==> src/rtl/lsu_pkg.sv <==
// -----------------------------------------------------------------------------
// lsu_pkg
// Shared types and constants for the sub-word load/store unit.
//   lsu_state_t : sequencing FSM states (IDLE, RD, WR, RESP)
//   F3_*        : RV32I funct3 encodings for loads/stores
//   lsu_size_t  : access size decoded from funct3[1:0]
//   f3_size()   : funct3[1:0] -> access size
//   f3_legal()  : is this funct3 a legal code for a load / store
// -----------------------------------------------------------------------------
package lsu_pkg;

  typedef enum logic [1:0] {
    S_IDLE = 2'd0,
    S_RD   = 2'd1,
    S_WR   = 2'd2,
    S_RESP = 2'd3
  } lsu_state_t;

  localparam logic [2:0] F3_B  = 3'b000;
  localparam logic [2:0] F3_H  = 3'b001;
  localparam logic [2:0] F3_W  = 3'b010;
  localparam logic [2:0] F3_BU = 3'b100;
  localparam logic [2:0] F3_HU = 3'b101;

  typedef enum logic [1:0] {
    SZ_B = 2'b00,
    SZ_H = 2'b01,
    SZ_W = 2'b10
  } lsu_size_t;

  // Only funct3[1:0] carries size; funct3[2] is the unsigned flag.
  function automatic lsu_size_t f3_size(input logic [1:0] f3_lo);
    case (f3_lo)
      2'b00:   return SZ_B;
      2'b01:   return SZ_H;
      default: return SZ_W;
    endcase
  endfunction

  function automatic logic f3_legal(input logic we, input logic [2:0] f3);
    if (we) return (f3 == F3_B) || (f3 == F3_H) || (f3 == F3_W);
    else    return (f3 == F3_B) || (f3 == F3_H) || (f3 == F3_W) ||
                   (f3 == F3_BU) || (f3 == F3_HU);
  endfunction

endpackage

==> src/rtl/lsu_align.sv <==
// -----------------------------------------------------------------------------
// lsu_align
// Purely combinational lane logic for the load/store unit.
//   word        in  32  memory word (old word for RMW, read word for loads)
//   addr_lo     in  2   byte offset within the word
//   size        in      access size (byte / half / word)
//   is_unsigned in  1   zero-extend instead of sign-extend on loads
//   wdata       in  32  right-aligned store data
//   load_data   out 32  selected lane, sign/zero extended
//   merged      out 32  word with the target lane replaced by wdata
// Halfwords use addr_lo[1] only and words ignore addr_lo, so misaligned
// accesses that reach this block are force-aligned.
// -----------------------------------------------------------------------------
module lsu_align
  import lsu_pkg::*;
(
  input  logic [31:0] word,
  input  logic [1:0]  addr_lo,
  input  lsu_size_t   size,
  input  logic        is_unsigned,
  input  logic [31:0] wdata,
  output logic [31:0] load_data,
  output logic [31:0] merged
);

  logic [7:0]  lane_b;
  logic [15:0] lane_h;
  logic        sign_b;
  logic        sign_h;

  // NOTE: every signal driven here gets a default before the case, so no
  // path leaves a value unassigned and no latch is inferred.
  always_comb begin
    lane_b    = word[{addr_lo, 3'b000} +: 8];
    lane_h    = addr_lo[1] ? word[31:16] : word[15:0];
    sign_b    = lane_b[7] & ~is_unsigned;
    sign_h    = lane_h[15] & ~is_unsigned;
    load_data = word;
    merged    = word;
    case (size)
      SZ_B: begin
        load_data = {{24{sign_b}}, lane_b};
        merged[{addr_lo, 3'b000} +: 8] = wdata[7:0];
      end
      SZ_H: begin
        load_data = {{16{sign_h}}, lane_h};
        merged[{addr_lo[1], 4'b0000} +: 16] = wdata[15:0];
      end
      default: begin
        load_data = word;
        merged    = wdata;
      end
    endcase
  end

endmodule

==> src/rtl/lsu_subword.sv <==
// -----------------------------------------------------------------------------
// lsu_subword
// RV32I load/store unit in front of a word-only data memory (asynchronous
// read, synchronous word write). Adds LB/LH/LBU/LHU extension and SB/SH
// read-modify-write; SW writes directly.
//   clk, rst                         clock, async active-high reset
//   req_valid/req_ready              request handshake (ready only in IDLE)
//   req_we, req_funct3               store flag, RV32I access size/sign
//   req_addr, req_wdata              byte address, right-aligned store data
//   resp_valid/resp_rdata/resp_err   single-cycle response pulse
//   mem_addr                         word-aligned byte address to memory
//   mem_write_en/mem_write_data      one-cycle write strobe and merged word
//   mem_read_data                    combinational memory read data
// Sequences: load IDLE->RD->RESP, SW IDLE->WR->RESP,
//            SB/SH IDLE->RD->WR->RESP, rejected IDLE->RESP.
// Optional macro LSU_MISALIGN_TRAP_EN: reject misaligned LH/LHU/SH/LW/SW
// instead of force-aligning them.
// DATA_W is fixed at 32 by the lane logic.
// -----------------------------------------------------------------------------
module lsu_subword
  import lsu_pkg::*;
#(
  parameter int ADDR_W = 32,
  parameter int DATA_W = 32
) (
  input  logic              clk,
  input  logic              rst,
  input  logic              req_valid,
  output logic              req_ready,
  input  logic              req_we,
  input  logic [2:0]        req_funct3,
  input  logic [ADDR_W-1:0] req_addr,
  input  logic [DATA_W-1:0] req_wdata,
  output logic              resp_valid,
  output logic [DATA_W-1:0] resp_rdata,
  output logic              resp_err,
  output logic [ADDR_W-1:0] mem_addr,
  output logic              mem_write_en,
  output logic [DATA_W-1:0] mem_write_data,
  input  logic [DATA_W-1:0] mem_read_data
);

  lsu_state_t        state, state_nxt;
  logic [ADDR_W-1:0] addr_q;
  logic [2:0]        f3_q;
  logic              we_q;
  logic              err_q;
  logic [DATA_W-1:0] wdata_q;
  logic [DATA_W-1:0] word_q;

  logic              f3_ok;
  logic              reject;
  logic              needs_read;
  logic [ADDR_W-1:0] word_addr;
  logic [DATA_W-1:0] load_data;
  logic [DATA_W-1:0] merged;

  assign f3_ok = f3_legal(req_we, req_funct3);

`ifdef LSU_MISALIGN_TRAP_EN
  logic misaligned;
  always_comb begin
    misaligned = 1'b0;
    case (f3_size(req_funct3[1:0]))
      SZ_H:    misaligned = req_addr[0];
      SZ_W:    misaligned = |req_addr[1:0];
      default: misaligned = 1'b0;
    endcase
  end
  assign reject = !f3_ok || misaligned;
`else
  assign reject = !f3_ok;
`endif

  // Everything except SW must read the word first: loads for the data,
  // SB/SH to preserve the untouched bytes.
  assign needs_read = !req_we || (f3_size(req_funct3[1:0]) != SZ_W);

  assign word_addr = {addr_q[ADDR_W-1:2], 2'b00};

  lsu_align u_align (
    .word        (word_q),
    .addr_lo     (addr_q[1:0]),
    .size        (f3_size(f3_q[1:0])),
    .is_unsigned (f3_q[2]),
    .wdata       (wdata_q),
    .load_data   (load_data),
    .merged      (merged)
  );

  // NOTE: state and latched fields use non-blocking assignments so every
  // register samples pre-edge values, independent of statement order.
  // NOTE: the latched request fields are reset too, so the outputs decoded
  // from them are defined from the first cycle after reset.
  always_ff @(posedge clk or posedge rst) begin
    if (rst) begin
      state   <= S_IDLE;
      addr_q  <= '0;
      f3_q    <= '0;
      we_q    <= 1'b0;
      err_q   <= 1'b0;
      wdata_q <= '0;
      word_q  <= '0;
    end else begin
      state <= state_nxt;
      if (state == S_IDLE && req_valid) begin
        addr_q  <= req_addr;
        f3_q    <= req_funct3;
        we_q    <= req_we;
        err_q   <= reject;
        wdata_q <= req_wdata;
      end
      if (state == S_RD) begin
        word_q <= mem_read_data;
      end
    end
  end

  // Outputs depend only on state and latched fields; req_* reach only the
  // next-state decision, never the memory port.
  always_comb begin
    state_nxt      = state;
    req_ready      = 1'b0;
    resp_valid     = 1'b0;
    resp_err       = 1'b0;
    resp_rdata     = '0;
    mem_addr       = '0;
    mem_write_en   = 1'b0;
    mem_write_data = '0;
    case (state)
      S_IDLE: begin
        req_ready = 1'b1;
        if (req_valid) begin
          if (reject)          state_nxt = S_RESP;
          else if (needs_read) state_nxt = S_RD;
          else                 state_nxt = S_WR;
        end
      end
      S_RD: begin
        mem_addr  = word_addr;
        state_nxt = we_q ? S_WR : S_RESP;
      end
      S_WR: begin
        mem_addr       = word_addr;
        mem_write_en   = 1'b1;
        mem_write_data = merged;
        state_nxt      = S_RESP;
      end
      S_RESP: begin
        resp_valid = 1'b1;
        resp_err   = err_q;
        resp_rdata = (we_q || err_q) ? '0 : load_data;
        state_nxt  = S_IDLE;
      end
      default: state_nxt = S_IDLE;
    endcase
  end

endmodule

==> config.mk <==
export PLATFORM = sky130hd
export DESIGN_NAME = lsu_subword
export DESIGN_NICKNAME = d
export VERILOG_FILES = /design/src/rtl/lsu_pkg.sv /design/src/rtl/lsu_align.sv /design/src/rtl/lsu_subword.sv
export SDC_FILE = /design/constraint.sdc
export NUM_CORES = 1
export LEC_CHECK = 0
export ABC_CLOCK_PERIOD_IN_PS = 3200
export BUFFER_PORTS_ARGS = -buffer_cell sky130_fd_sc_hd__buf_2
export CORE_MARGIN = 2
export CORE_UTILIZATION = 48
export CTS_BUF_LIST = sky130_fd_sc_hd__clkbuf_8
export CTS_CLUSTER_DIAMETER = 60
export DETAILED_ROUTE_END_ITERATION = 10
export PLACE_DENSITY = 0.83
export SYNTH_ARGS = -nofsm -noshare
export SYNTH_HDL_FRONTEND = slang
export SYNTH_SLANG_ARGS = --single-unit
==> constraint.sdc <==
create_clock -name clk -period 3.2 [get_ports clk]
set_clock_uncertainty 0.15 [all_clocks]
set_input_delay 0.32 -clock clk [delete_from_list [all_inputs] [get_ports clk]]
set_output_delay 0.32 -clock clk [all_outputs]
set_load 0.03 [all_outputs]
After elaboration in Yosys (flattened, before gate mapping)
Index checks and enable logic that the tools add are counted.
{ "totals": {"ff_bits": 103, "in_bits": 103, "out_inout_bits": 100, "word_cells": 65} }
{ "classes": {"add_sub_neg": 2, "n_eq_ne": 12, "shifts": 5, "mux": 21, "bitwise": 3, "n_reduce_logical": 15} }
{ "ops": {"columns": ["op", "n"], "rows": [
  ["2-to-1 mux 32 bit", 4],
  ["case mux 32 bit (2 select lines)", 2],
  ["bitwise mux 32 bit", 2],
  ["variable shift 16 x 7 -> 32 bit (first input constant)", 1],
  ["variable shift 8 x 7 -> 32 bit (first input constant)", 1],
  ["indexed part select 16 x 7 -> 32 bit", 1],
  ["indexed part select 32 x 6 -> 8 bit", 1],
  ["indexed part select 8 x 7 -> 32 bit", 1],
  ["2-to-1 mux 16 bit", 1],
  ["negation 5 -> 7 bit", 2],
  ["== test 2 x 1 -> 1 bit (second input constant)", 4],
  ["logical NOT 2 bit", 4],
  ["case mux 2 bit (2 select lines)", 2],
  ["case mux 2 bit (4 select lines)", 1],
  ["== test 3 bit (second input constant)", 2],
  ["logical OR 1 bit", 6],
  ["2-to-1 mux 1 bit", 6],
  ["2-to-1 mux 2 bit", 3],
  ["== test 2 bit (second input constant)", 2],
  ["!= test 2 bit (second input constant)", 2],
  ["== test 3 x 1 -> 1 bit (second input constant)", 1],
  ["== test 3 x 2 -> 1 bit (second input constant)", 1],
  ["logical NOT 3 bit", 1],
  ["AND 1 bit", 2],
  ["other kinds (4)", 5]
]} }

Logic depth before layout (Yosys ltp)
Gate-level depths: netlist of run 1.
{ "logic_depth": {"ltp_word": 9, "mapped_depth": 10, "depth_no_buf": 5} }

Hierarchy
A second synthesis of run 1 with hierarchy kept.
{ "hier_totals": {"cells_unflattened": 625, "area_unflattened_um2": 6562.5} }
{ "by_module_without_submodules": {"columns": ["mod", "instances", "cells_per_inst", "area_per_inst_um2", "seq_area_each_um2"], "rows": [
  ["lsu_subword", 1, 346, 4654.5, 2577.5],
  ["lsu_align", 1, 279, 1908.1, 0.0]
]} }

Worst setup path after synthesis of run 1
OpenSTA, ideal clock, no wires.
{ "synth_path": {"kind": "register to output", "start": "register addr_q[1]", "end": "output mem_write_data[0]", "arrival_time_ns": 2.913, "required_ns": 2.730, "path_slack_ns": -0.183, "path_stages_with_launch": 10, "n_path_buf": 4, "path_cell_list": "dfrtp_1 > buf_4 > buf_4 > buf_4 > inv_1 > ha_1 > clkbuf_1 > nor3b_1 > a221oi_1 > nor3_1"} }
{ "synth_via": {"elab_chain_len": 5, "word_cells_on_any_way": 10, "classes_between": "2 x add/sub; 4 x shift; 4 x mux"} }
{ "synth_lines": {"columns": ["item", "line_no", "source"], "rows": [
  ["from (decl)", "lsu_subword.sv:44", "logic [ADDR_W-1:0] addr_q;"],
  ["from (signal assigned)", "lsu_subword.sv:107", "addr_q <= req_addr;"],
  ["negation 5 -> 7 bit (on tied branches)", "lsu_align.sv:47, lsu_align.sv:43", null],
  ["indexed part select 16 x 7 -> 32 bit (tied with other cells)", "lsu_align.sv:47", "merged[{addr_lo[1], 4'b0000} +: 16] = wdata[15:0];"],
  ["bitwise mux 32 bit (on tied branches)", "lsu_align.sv:47, lsu_align.sv:43", null],
  ["case mux 32 bit (2 select lines) *", "lsu_align.sv:40", "case (size)"],
  ["2-to-1 mux 32 bit *", "lsu_subword.sv:130", "case (state)"],
  ["to (decl)", "lsu_subword.sv:39", "output logic [DATA_W-1:0] mem_write_data,"]
]} }
Mark *: on every way between the ends. The rest lies on a longest branch, timed or not.

Worst setup path in the final report of run 1
{ "layout_path": {"start": "register addr_q[1]", "end": "output mem_write_data[23]"} }
Same word-level chain as after synthesis.

==> impl_metrics.py, run 1 <==
metrics = {
    "global_route": {
        "grt_pass1_wl_um": 31260,
        "grt_pass1_vias": 5735,
        "gr-usage-all-layers": 0.2890,
        "antenna_found_initial": 1,
        "grt_max_degree": 52,
        "grt-ovfl-total": 0,
    },
    "finish": {
        "area_growth_pct": 28.67,
        "design_area_um2": 7958,
        "drive_above_1_share": 0.4974,
        "fillers": 1052,
        "n_antenna_cell": 0,
        "nets": 887,
    },
    "clock_network": {
        "insertion_delay_ps": 390,
        "clkSlewWorstSetupHoldPaths_ps": 100,
        "h-tree-depth": 3,
        "cts.path.max_buffers": 2,
        "tritoncts": "done",
        "clock_sinks": 103,
        "cts_buffers": 9,
        "cts_setup_buffers": 0,
        "cts-root-buf": "clkbuf_8",
    },
    "placement": {
        "io_buffers": 200,
        "dpl_cell_area_um2": 7395,
        "gp_congestion": 0.9140,
        "dp_hpwl_um": 14490,
    },
    "setup_path": {
        "start_kind": "flip-flop",
        "end_kind": "primary output",
        "cp.arrival_ps": 2500,
        "crit_start": "addr_q[1]",
        "crit_type": "flip-flop to primary output",
        "critical_path.endpoint": "mem_write_data[23]",
        "crit_fanout": 23,
        "rrSetupSlack_ps": 890,
        "reg2regPathDepth": 5,
        "rr_endpoint": "wdata_q[10]",
        "timing.rr.start": "state[0]",
        "cp.required_ps": 2730,
    },
    "pwr": {
        "pwr-share-comb": 0.618,
        "seqPwrFrac": 0.292,
        "p_per_area_nw_per_um2": 1184,
        "power.total_w": 0.009425,
        "switchingPower_w": 0.004811,
        "switching_share": 0.5105,
        "vdd_drop_max_mv": 0.7655,
        "p_int_w": 0.004614,
        "power.leakage_nw": 3.667,
        "pwr-share-clk": 0.090,
    },
    "yosys": {
        "syn-mean-instance-area_um2": 11.14,
        "yosysWarnings": 0,
        "synth-edff-count": 0,
        "netlist_instances": 555,
        "syn_area_um2": 6185,
        "yosys_most_used_dff": "dfrtp_1",
        "seq_area_frac_synth": 0.4168,
        "synthDistinctLibCells": 50,
        "synth-seq-cells": 103,
        "async_reset_ff_frac": 1.000,
    },
    "drt": {
        "route.antenna.remaining_nets": 0,
        "wl_um": 19750,
        "first_pass_iters": 6,
        "drc": 0,
        "detail_route.wl_per_cell_um": 20.75,
        "post_drt_via_cell_ratio": 5.879,
        "initialDrtViolationCount": 309,
        "vias": 5597,
    },
    "floorplan": {
        "coreArea_um2": 12620,
        "dieArea_um2": 13810,
        "ioPinCount": 203,
        "chipWidth_um": 117.5,
        "row_count": 41,
        "initial_core_util": 0.4901,
        "die_h_um": 117.5,
    },
    "sta": {
        "fmax_mhz": 336.6,
        "finalHoldWorstSlack_ps": 16.16,
        "drv_slew": 0,
        "setup_viol": 0,
        "min_period_over_period": 0.9285,
        "period_needed_ps": 2971,
        "tightest_slew_ps": 743.4,
        "slew_headroom": 0.5006,
        "hold_viol": 0,
        "rsz0062_at_grt": "no",
    },
    "status": {
        "status": "completed",
    },
    "job": {
        "cap_violations": 0,
    },
    "hold_path": {
        "hold_start": "mem_read_data[14]",
        "hp-class": "primary input to flip-flop",
    },
}
[power groups by stage]
stage	logic (W)	registers (W)	clock network (W)
after CTS	0.00577	0.00272	0.000864
after floorplan	0.00432	0.00240	0
after global routing	0.00623	0.00281	0.000921
after detailed placement	0.00572	0.00274	0
after global placement	0.00556	0.00272	0
final	0.00582	0.00275	0.000848
[state kept, by name (all words and copies together), names as in the netlist]
signal,cells
f3_q,3
err_q,1
state,2
wdata_q,32
word_q,32
addr_q,32
we_q,1
[synthesized netlist by cell type (2+ instances only)]
master | n | area [um^2]
a2111oi_0 | 8 | 70.07
a211o_1 | 2 | 17.52
a21o_1 | 2 | 15.01
a21oi_1 | 27 | 135.1
a221oi_1 | 10 | 87.58
a22oi_1 | 14 | 105.1
a31oi_1 | 7 | 43.79
a32oi_1 | 14 | 122.6
and2_1 | 31 | 193.9
and4_1 | 7 | 61.31
buf_1 | 8 | 30.03
buf_2 | 3 | 15.01
buf_4 | 7 | 52.55
clkbuf_1 | 29 | 108.9
dfrtp_1 | 103 | 2577
ha_1 | 9 | 112.6
inv_1 | 12 | 45.04
mux2_2 | 116 | 1306
mux2i_1 | 18 | 180.2
nand2_1 | 2 | 7.510
nand2b_1 | 3 | 18.77
nand4_1 | 15 | 93.84
nor2_1 | 10 | 37.54
nor2b_1 | 5 | 31.28
nor3_1 | 12 | 60.06
nor3b_1 | 3 | 22.52
o21ai_0 | 35 | 175.2
o21ba_2 | 8 | 80.08
o2bb2ai_1 | 6 | 52.55
o2bb2ai_2 | 9 | 135.1
[worst max-delay path, cell delays in order (launching register included)]
cell and delay (ps):
dfrtp_1 410, buf_4 250, ha_1 260, nor3_1 580
a32oi_1 110, a21oi_1 250, buf_2 240
[stage by stage]
step | setup slack (ps) | cells | setup TNS (ps) | utilization
floorplan | -18.96 | 556 | -151.7 | -
global placement | 587.8 | 900 | 0 | 0.5860
detailed placement | 459.5 | 900 | 0 | 0.5860
finish | 228.8 | 952 | 0 | 0.6306
CTS | 15.75 | 950 | 0 | 0.6286
global route | 87.32 | 952 | 0 | 0.6306
[cell type report]
| type | count | area, um^2 | area share |
|---|---|---|---|
| Timing Repair Buffer | 259 | 1546 | 0.1943 |
| Inverter | 12 | 47.55 | 0.005975 |
| Clock buffer | 10 | 137.6 | 0.01730 |
| Sequential cell | 103 | 2577 | 0.3239 |
| Multi-Input combinational cell | 390 | 3373 | 0.4239 |
| Tap cell | 172 | 215.2 | 0.02704 |
| Clock inverter | 6 | 60.06 | 0.007547 |
[worst min path at each step]
stage             endpoint  slack, ps  depth (start not counted)
2_1_floorplan   addr_q[10]        320                          1
3_3_place_gp   wdata_q[28]        280                          2
3_5_place_dp   wdata_q[12]        300                          2
4_1_cts        wdata_q[24]       0.07                          2
5_1_grt         wdata_q[3]          2                          2
6_report        word_q[14]         20                          2
[layout by cell type (no fill, tap or decap), types with 2 or more instances in the layout]
| master | count |
|---|---|
| mux2_2 | 116 |
| mux2i_1 | 17 |
| nor3_2 | 8 |
| nor2b_1 | 5 |
| clkbuf_8 | 10 |
| o2bb2ai_2 | 9 |
| a21o_1 | 2 |
| nor2_1 | 10 |
| o21ba_2 | 8 |
| o2bb2ai_1 | 6 |
| dlygate4sd3_1 | 36 |
| and4_1 | 7 |
| a2111oi_0 | 8 |
| a21oi_1 | 27 |
| a31oi_1 | 7 |
| nand4_1 | 15 |
| clkinv_2 | 2 |
| and2_1 | 31 |
| ha_1 | 9 |
| o21ai_0 | 35 |
| nand2b_1 | 3 |
| buf_2 | 200 |
| nor3_1 | 4 |
| a221oi_1 | 9 |
| conb_1 | 2 |
| a22oi_1 | 14 |
| a32oi_1 | 14 |
| a211o_1 | 2 |
| buf_4 | 22 |
| dfrtp_1 | 103 |
| inv_1 | 12 |
| nor3b_1 | 3 |
[repair_timing]
| action | in CTS | in global routing |
|---|---|---|
| endpoints found under the setup margin | 0 | 16 |
| hold buffers | 34 | 2 |
| endpoints found under the hold margin | 82 | 2 |
| resized for setup | 0 | 2 |
[layer usage]
layer	global-route usage	part of all wire	routed length, um
met1	0.3664	0.40	7970
met2	0.4901	0.48	9522
met3	0.06541	0.088	1730
met4	0.09639	0.026	516
met5	0	0.00066	13
[kinds of logic after synthesis]
group           Yosys count  synth area share
other cells               1         0.0006063
compound gates          147            0.1778
buf+inv                  63           0.04774
flops                   103            0.4168
fa+ha+maj                 9           0.01821
simple gates             98           0.09853
mux                     134            0.2403
(Power assumes the default switching activity.)
==> run 2: changes to the inputs <==
Settings changed: ABC_AREA set to 1, CORE_ASPECT_RATIO set to 0.9.
==> run 2 against run 1 <==
Register-to-register slack better by 210 ps. Clock-buffer cell count is 1 lower. Non-clock buffer count is 43 higher. Setup slack better by 45 ps. Core utilization is 1.7 points higher. Power is 4.4% lower. Largest power group unchanged. Critical endpoint is now mem_write_data[3].
==> impl_metrics.py, run 2 <==
metrics = {
    "finish": {
        "reg_top3": "addr_q: 32 flops, wdata_q: 32 flops, word_q: 32 flops",
        "nets": 1347,
        "mostFrequentLayoutCells": "nand2_1, buf_2, o21ai_0, dfrtp_1, inv_1",
        "area_growth_pct": 32.63,
        "final_common_cell": "nand2_1",
        "drive_above_1_share": 0.1977,
        "n_antenna_cell": 0,
        "design_area_um2": 8553,
    },
    "global_route": {
        "gr-usage-all-layers": 0.3103,
        "grt-ovfl-total": 0,
        "grt_pass1_wl_um": 35540,
        "grt_pass1_vias": 7144,
        "antenna_found_initial": 0,
        "grt_max_degree": 56,
    },
    "yosys": {
        "syn-mean-instance-area_um2": 6.560,
        "syn_area_um2": 6449,
        "yosysMostFrequentCell": "nand2_1",
        "yosys_most_used_dff": "dfrtp_1",
        "synth_top_area_frac": 0.3997,
        "synthTopCellsByCount": "nand2_1, o21ai_0, dfrtp_1",
        "yosysWarnings": 0,
        "synthDistinctLibCells": 29,
        "netlist_instances": 983,
        "synth_top_cell_by_area": "dfrtp_1",
        "seq_area_frac_synth": 0.3997,
        "async_reset_ff_frac": 1.000,
        "yosys-top-cells-area": "dfrtp_1, nand2_1, o21ai_0, a21oi_1, inv_1",
        "synth-edff-count": 0,
        "synth-seq-cells": 103,
    },
    "setup_path": {
        "crit_fanout": 10,
        "crit_type": "flip-flop to primary output",
        "cp.required_ps": 2730,
        "end_kind": "primary output",
        "start_kind": "flip-flop",
        "cp.arrival_ps": 2460,
    },
    "sta": {
        "drv_slew": 0,
        "fmax_mhz": 341.7,
        "setup_tns_ps": 0,
        "slew_headroom": 0.3690,
        "min_period_over_period": 0.9146,
        "setup_viol": 0,
        "hold_viol": 0,
        "worst_slack_ps": 273.3,
        "finalHoldWorstSlack_ps": 10.43,
        "period_needed_ps": 2927,
        "rsz0062_at_grt": "no",
        "tightest_slew_ps": 945.4,
    },
    "clock_network": {
        "clock_sinks": 103,
        "clkSlewWorstSetupHoldPaths_ps": 100,
        "cts.path.max_buffers": 2,
        "tritoncts": "done",
        "insertion_delay_ps": 390,
        "cts_buffers": 9,
        "h-tree-depth": 3,
        "cts-root-buf": "clkbuf_8",
    },
    "placement": {
        "preCtsSetupSlack_ps": 687.6,
        "io_buffers": 200,
        "dpl_cell_area_um2": 7501,
        "gp_congestion": 1.009,
        "dp_hpwl_um": 15280,
    },
    "drt": {
        "detail_route.wl_per_cell_um": 15.66,
        "initialDrtViolationCount": 693,
        "post_drt_via_cell_ratio": 5.272,
        "route.antenna.remaining_nets": 0,
        "first_pass_iters": 6,
        "wl_um": 22030,
        "vias": 7418,
        "drc": 0,
    },
    "pwr": {
        "vdd_drop_max_mv": 0.6917,
        "power.leakage_nw": 4.637,
        "p_per_area_nw_per_um2": 1054,
    },
    "floorplan": {
        "dieArea_um2": 14380,
        "ioPinCount": 203,
        "chipWidth_um": 126.2,
        "row_count": 40,
        "initial_core_util": 0.4881,
        "coreArea_um2": 13210,
        "die_h_um": 114.0,
    },
    "status": {
        "status": "completed",
    },
    "hold_path": {
        "hp-class": "primary input to flip-flop",
    },
    "job": {
        "cap_violations": 0,
    },
}
==> run 2: changes by cell type in the layout (fill, tap and decap cells not counted), moves of 13 or more <==
cell / before / now
nand3_1: 1 / 38
mux2i_1: 17 / 0
o21ai_0: 35 / 131
nor2_1: 10 / 83
inv_1: 12 / 93
nand4_1: 15 / 2
a32oi_1: 14 / 0
dlygate4sd3_1: 36 / 86
a21oi_1: 27 / 76
and2_1: 31 / 0
a22oi_1: 14 / 0
nand2_1: 1 / 353
mux2_2: 116 / 1
==> run 2: critical path, stage by stage (launching register included) <==
cell	delay, ps
dfrtp_1	390
inv_1	200
ha_1	370
nor2_1	430
nand3_1	130
o211ai_1	110
o21ai_0	100
nor2_1	120
buf_2	210
==> run 2: logic make-up (layout without fill, tap and decap cells) <==
family / count (synthesis) / in the layout / share of synthesized area
flops: 103 / 103 / 0.3997
buf+inv: 160 / 415 / 0.1017
fa+ha+maj: 9 / 9 / 0.01746
other cells: 1 / 2 / 0.0005815
mux: 1 / 1 / 0.001746
compound gates: 227 / 227 / 0.1841
simple gates: 482 / 482 / 0.2947
==> run 2: final cells by class <==
cell class / instances / area, um^2
Clock inverter: 6 / 62.56
Multi-Input combinational cell: 721 / 3227
Tap cell: 168 / 210.2
Clock buffer: 9 / 123.9
Inverter: 98 / 370.4
Timing Repair Buffer: 302 / 1982
Sequential cell: 103 / 2577
Fill cell: 1176 / 4659
==> run 2: repair_timing <==
item                                    in CTS  in global routing
hold buffers                                86                  0
resized for setup                            0                  1
buffers inserted                             0                  0
hold endpoints to repair                   138                  0
endpoints found under the setup margin       0                  2
==> run 2: power by group <==
part           internal (W)  switching [W]  total [W]  leakage [nW]
Combinational       0.00163        0.00405    0.00568          3.26
Sequential          0.00193       0.000589    0.00252          1.27
Clock              0.000356       0.000464   0.000821        0.0988
==> run 2: routing by layer <==
layer,vias to the layer above,track usage,share of wire
met3,44,0.06379,0.096
met2,389,0.4896,0.45
met4,0,0.1099,0.027
li1,3597,-,-
met5,-,0,0
met1,3388,0.4280,0.42
==> run 2: per-stage QoR <==
step | instances | utilization | total power, W
6_report | 1407 | 0.6473 | 0.009014
5_1_grt | 1407 | 0.6473 | 0.009742
4_1_cts | 1407 | 0.6470 | 0.008901
3_5_place_dp | 1306 | 0.5677 | 0.007990
3_3_place_gp | 1306 | 0.5677 | 0.007920
2_1_floorplan | 984 | - | 0.006430
==> run 2: path summary, 6_finish.rpt <==
check / end / slack, ps / cells past startpoint / from
max: mem_write_data[3] / 270 / 8 / addr_q[0]
min: wdata_q[11] / 10 / 3 / req_wdata[11]
max reg2reg: state[0] / 1100 / 6 / state[0]
min reg2reg: wdata_q[27] / 340 / 2 / wdata_q[27]
max in group asynchronous: addr_q[5] / 1690 / 4 / rst
min in group asynchronous: addr_q[2] / 410 / 3 / rst
